<file path="config.mk">
export PLATFORM = sky130hd
export DESIGN_NAME = bin2bcd_seq
export DESIGN_NICKNAME = d
export VERILOG_FILES = /design/src/rtl/bin2bcd_seq.sv
export SDC_FILE = /design/constraint.sdc
export NUM_CORES = 1
export LEC_CHECK = 0
export ABC_AREA = 1
export BUFFER_PORTS_ARGS = -buffer_cell sky130_fd_sc_hd__buf_2
export CAP_MARGIN = 30
export CORE_UTILIZATION = 45
export CTS_BUF_LIST = sky130_fd_sc_hd__clkbuf_2 sky130_fd_sc_hd__clkbuf_4 sky130_fd_sc_hd__clkbuf_8
export DETAILED_ROUTE_END_ITERATION = 8
export GPL_TIMING_DRIVEN = 1
export PLACE_DENSITY = 0.67
export SETUP_SLACK_MARGIN = 0.05
export SYNTH_ARGS = -nofsm -noshare
export SYNTH_HDL_FRONTEND = slang
export SYNTH_SLANG_ARGS = --single-unit
</file>
<file path="constraint.sdc">
create_clock -name clk -period 1.95 [get_ports clk]
set_clock_uncertainty 0.2 [all_clocks]
set_input_delay 0.0975 -clock clk [delete_from_list [all_inputs] [get_ports clk]]
set_output_delay 0.0975 -clock clk [all_outputs]
set_load 0.005 [all_outputs]
</file>
<file path="src/rtl/bin2bcd_seq.sv">
// bin2bcd_seq: sequential double-dabble binary-to-BCD converter; define BIN2BCD_BLANK_EN for leading-zero blank flags
module bin2bcd_seq #(
  parameter int WIDTH  = 16,
  parameter int DIGITS = 5
) (
  input  logic                  clk,
  input  logic                  rst_n,
  input  logic                  start,
  input  logic [WIDTH-1:0]      bin_in,
  output logic                  busy,
  output logic                  done,
  output logic [4*DIGITS-1:0]   bcd_out,
  output logic [DIGITS-1:0]     blank_out
);
  localparam int CW = $clog2(WIDTH + 1);
  typedef enum logic [1:0] {IDLE, SHIFT, DONE} state_t;
  state_t              state_q, state_d;
  logic [WIDTH-1:0]    op_q, op_d;
  logic [4*DIGITS-1:0] scr_q, scr_d, adj, bcd_q, bcd_d;
  logic [CW-1:0]       cnt_q, cnt_d;
  logic                accept, shifting, load;
  always_ff @(posedge clk) begin
    if (!rst_n) begin
      state_q <= IDLE;
      op_q    <= '0;
      scr_q   <= '0;
      cnt_q   <= '0;
      bcd_q   <= '0;
    end else begin
      state_q <= state_d;
      op_q    <= op_d;
      scr_q   <= scr_d;
      cnt_q   <= cnt_d;
      bcd_q   <= bcd_d;
    end
  end
  always_comb begin
    state_d = state_q;
    unique case (state_q)
      IDLE:    state_d = start ? SHIFT : IDLE;
      SHIFT:   state_d = (cnt_q == '0) ? DONE : SHIFT;
      DONE:    state_d = start ? SHIFT : IDLE;
      default: state_d = IDLE;
    endcase
  end
  always_comb begin
    accept   = start && (state_q != SHIFT);
    shifting = (state_q == SHIFT) && (cnt_q != '0);
    load     = (state_q == SHIFT) && (cnt_q == '0);
    adj      = '0;
    for (int i = 0; i < DIGITS; i++)
      adj[4*i +: 4] = (scr_q[4*i +: 4] >= 4'd5) ? scr_q[4*i +: 4] + 4'd3 : scr_q[4*i +: 4];
    op_d  = accept ? bin_in : shifting ? op_q << 1 : op_q;
    scr_d = accept ? '0 : shifting ? (adj << 1) | {{(4*DIGITS-1){1'b0}}, op_q[WIDTH-1]} : scr_q;
    cnt_d = accept ? CW'(WIDTH) : shifting ? cnt_q - CW'(1) : cnt_q;
    bcd_d = load ? scr_q : bcd_q;
  end
  always_comb begin
    busy    = shifting;
    done    = (state_q == DONE);
    bcd_out = bcd_q;
  end
`ifdef BIN2BCD_BLANK_EN
  logic [DIGITS-1:0] blank_q, blank_d;
  logic              zero_run;
  always_ff @(posedge clk) begin
    if (!rst_n) blank_q <= '0;
    else        blank_q <= blank_d;
  end
  always_comb begin
    blank_d  = '0;
    zero_run = 1'b1;
    for (int i = DIGITS - 1; i >= 1; i--) begin
      zero_run   = zero_run && (scr_q[4*i +: 4] == 4'd0);
      blank_d[i] = zero_run;
    end
    blank_d = load ? blank_d : blank_q;
  end
  assign blank_out = blank_q;
`else
  assign blank_out = '0;
`endif
endmodule

</file>
==> impl_summary.log <==
INFO  metric combined_area_of_all_synthesized_cells = 3267 um2
INFO  metric synth-main-ff-cell = sky130_fd_sc_hd__dfxtp_1
INFO  metric multi_input_comb_area = 1635 um2
INFO  metric number_of_antenna_violations_at_the_first_check_in_global_routing = 0
INFO  metric start_util = 47.30%
INFO  metric end_kind = flop
INFO  metric max_cap_violations = 0
INFO  metric post-route-util = 56.54%
INFO  metric final_period_minus_worst_setup_slack = 1.729 ns
INFO  metric drt.antenna.violating_nets = 0
INFO  metric drive_above_1_share = 17.38%
INFO  metric yosys_warnings = 0
INFO  metric clk_transition_reported_paths = 0.06 ns
INFO  metric hpwlAfterDp = 4.755 mm
INFO  metric syn-instance-count = 467
INFO  metric drc = 0
INFO  metric worstHoldPathType = in2reg
INFO  metric wire_per_inst = 11.46 um
INFO  metric tritoncts = done
INFO  metric finalWorstSetupSlack = 0.2215 ns
INFO  metric worst_hold_slack = 0.04865 ns
INFO  metric ys_seq_elements = 63
INFO  metric max_clock_freq = 0.5785 GHz
INFO  metric portBuffers = 40
INFO  metric globalRoute.totalOverflow = 0
INFO  metric avgViaCountPerCell = 4.876
INFO  metric outcome = finished, final reports clean
INFO  metric start_kind = flop
INFO  metric routabilityCongestion = 0.8566
INFO  metric clock_path_buffers = 2
INFO  metric crit_chain = inv_1 -> ha_2 -> nand3_4 -> buf_4 -> nor2_4 -> buf_4 -> o21ai_0 -> nor2_1
INFO  metric fillCellCount = 679
INFO  metric cts.sinks = 63
INFO  metric finalWirelength = 7.234 mm
INFO  metric synth_top_area_cell = sky130_fd_sc_hd__dfxtp_1
INFO  metric cpPeakStageDelay = 0.31 ns
INFO  metric io_pins = 46
INFO  metric floorplan.die.height = 87.21 um
INFO  metric final_setup_violation_count = 0
INFO  metric grt_first_pass_wirelength = 11.99 mm
INFO  metric grt_usage = 20.42%
INFO  metric most_instantiated_library_cell_after_synthesis = sky130_fd_sc_hd__nand2_1
INFO  metric number_of_distinct_standard_cells_referenced_by_the_synthesized_netlist = 26
INFO  metric setup_tns = 0 ns
INFO  metric critical-path-top-cell-by-count = sky130_fd_sc_hd__buf_4
INFO  metric synth.yosys.seq_area_share = 38.61%
INFO  metric grt_start_max_net_pins = 22
INFO  metric clock-root-buffer = sky130_fd_sc_hd__clkbuf_8
INFO  metric power.density = 777.6 nW/um2
INFO  metric leak_pwr = 1.844 nW
INFO  metric worstPathArrival = 1.81 ns
INFO  metric layout.nets = 561
INFO  metric category_of_the_critical_setup_timing_path = reg2reg
INFO  metric ctsHtreeMaxLevel = 3
INFO  metric floorplan.die_area = 7605 um2
INFO  metric firstDrtPassIters = 4
INFO  metric vdd.ir_drop.worst = 0.0004974 V
INFO  metric final.period_utilization = 88.64%
INFO  metric yosys-top-cells-count = sky130_fd_sc_hd__nand2_1 (125), sky130_fd_sc_hd__dfxtp_1 (63), sky130_fd_sc_hd__nor2_1 (57)
INFO  metric antenna-diode-count = 0
INFO  metric dp.cells = 591
INFO  metric timing.critical_path.fanout_max = 9
INFO  metric number_of_enable_type_register_cells_in_the_synthesized_netlist = 0
INFO  metric fp-row-count = 30
INFO  metric area.sequential = 1261 um2
INFO  metric fp.coreArea = 6907 um2
INFO  metric post-synth-top-area-fraction = 38.61%
INFO  metric grt_setup_unrepaired = false
INFO  metric asyncSetResetFlopFracSynth = 0%
INFO  metric timing_hold_violations_final = 0
INFO  metric cts_buffers = 9
INFO  metric instances_no_fill = 631
INFO  metric vias_in_the_first_global_route = 2815
INFO  metric critical-path-slowest-cell = sky130_fd_sc_hd__dfxtp_1
INFO  metric worstPathRequired = 2.03 ns
INFO  metric 1st_iter_drt_viols = 158
INFO  metric detailroute.via_count = 3077
INFO  metric netlist_top_cells_area = sky130_fd_sc_hd__dfxtp_1 (39%), sky130_fd_sc_hd__nand2_1 (14%), sky130_fd_sc_hd__nand3_1 (7.8%)
INFO  metric chipWidth = 87.21 um
INFO  metric final_max_slew_viol_count = 0
INFO  metric syn2layout_area_growth = 19.53%
INFO  metric syn_avg_cell_area = 6.995 um2
INFO  metric clk_latency = 0.34 ns
INFO  metric post_place_setup_slack = 0.1111 ns
-- metrics by stage --
stage / area [um2] / power [mW]
2_1_floorplan: 3282 / 1.821
3_3_place_gp: 3473 / 1.919
3_5_place_dp: 3473 / 1.931
4_1_cts: 3870 / 3.047
5_1_grt: 3905 / 3.189
6_report: 3905 / 3.036
-- cell usage in the layout, fill, tap and decap left out, types with 2 or more instances in the layout --
master                            n
sky130_fd_sc_hd__a21oi_1         40
sky130_fd_sc_hd__buf_2           40
sky130_fd_sc_hd__buf_4           19
sky130_fd_sc_hd__clkbuf_4         3
sky130_fd_sc_hd__clkbuf_8        12
sky130_fd_sc_hd__conb_1           5
sky130_fd_sc_hd__dfxtp_1         63
sky130_fd_sc_hd__dlygate4sd3_1   17
sky130_fd_sc_hd__ha_1            10
sky130_fd_sc_hd__inv_1           41
sky130_fd_sc_hd__nand2_1        125
sky130_fd_sc_hd__nand2_4          3
sky130_fd_sc_hd__nand2_8          3
sky130_fd_sc_hd__nand3_1         51
sky130_fd_sc_hd__nand4_1          5
sky130_fd_sc_hd__nor2_1          57
sky130_fd_sc_hd__nor2_4           2
sky130_fd_sc_hd__o21ai_0         21
sky130_fd_sc_hd__o21ai_1          4
sky130_fd_sc_hd__or2_2            5
-- logic make-up after synthesis --
group	Yosys count	synth area share [%]
other	1	0.1148
AOI/OAI and AO/OA	65	9.958
adders and majority gates	11	4.213
xor gates and xnor gates	1	0.2681
and+or+nand+nor	252	34.62
buffers and inverters	74	12.22
DFF	63	38.61
-- flip-flops by register name, indices dropped and copies added, names as in the netlist --
register and count:
bcd_out 20, cnt_q 5, op_q 16, scr_q 20, state_q 2
-- cell type report --
type,count,area share (%)
multi-input cells,335,41.88
flip-flops and latches,63,32.30
repair buffers,76,13.14
clock buffers,15,4.806
inverters,46,4.806
well taps,96,3.076
-- critical path: cells and delay by family (launching register included) --
kind | cells | cell delay [ns]
compound gates | 1 | 0.09
flops | 1 | 0.31
simple gates | 3 | 0.36
fa+ha+maj | 1 | 0.24
buf+inv | 3 | 0.46
-- per-layer routing --
layer | track usage, % | vias up | wire, um
met5 | 0 | - | 0
met4 | 6.408 | 0 | 122
met2 | 35.50 | 79 | 3517
li1 | - | 1596 | -
met3 | 6.730 | 17 | 380
met1 | 23.75 | 1385 | 3214
-- report_power, final --
part           total [mW]  internal, mW  switching (mW)
clock network        1.07         0.603           0.467
logic               0.552         0.230           0.322
registers            1.42          1.37          0.0472
-- path summary, 6_finish.rpt --
check	endpoint	cells past startpoint	slack, ns	startpoint
hold reg to reg	cnt_q[0]$_SDFFE_PP0P_	2	0.27	cnt_q[0]$_SDFFE_PP0P_
hold / removal	op_q[6]$_SDFFE_PN0P_	4	0.05	start
setup / recovery	bcd_out[17]$_SDFFE_PN0P_	8	0.22	cnt_q[0]$_SDFFE_PP0P_
setup reg to reg	bcd_out[17]$_SDFFE_PN0P_	8	0.22	cnt_q[0]$_SDFFE_PP0P_
-- repair_timing --
item	4_1_cts	5_1_grt
cloned	1	0
gates resized for setup	2	3
hold buffers	17	0
buffers inserted	3	4
hold endpoints to repair	23	0
endpoints found under the setup margin	1	21
pin swaps	2	2
(Power assumes the default switching activity.)
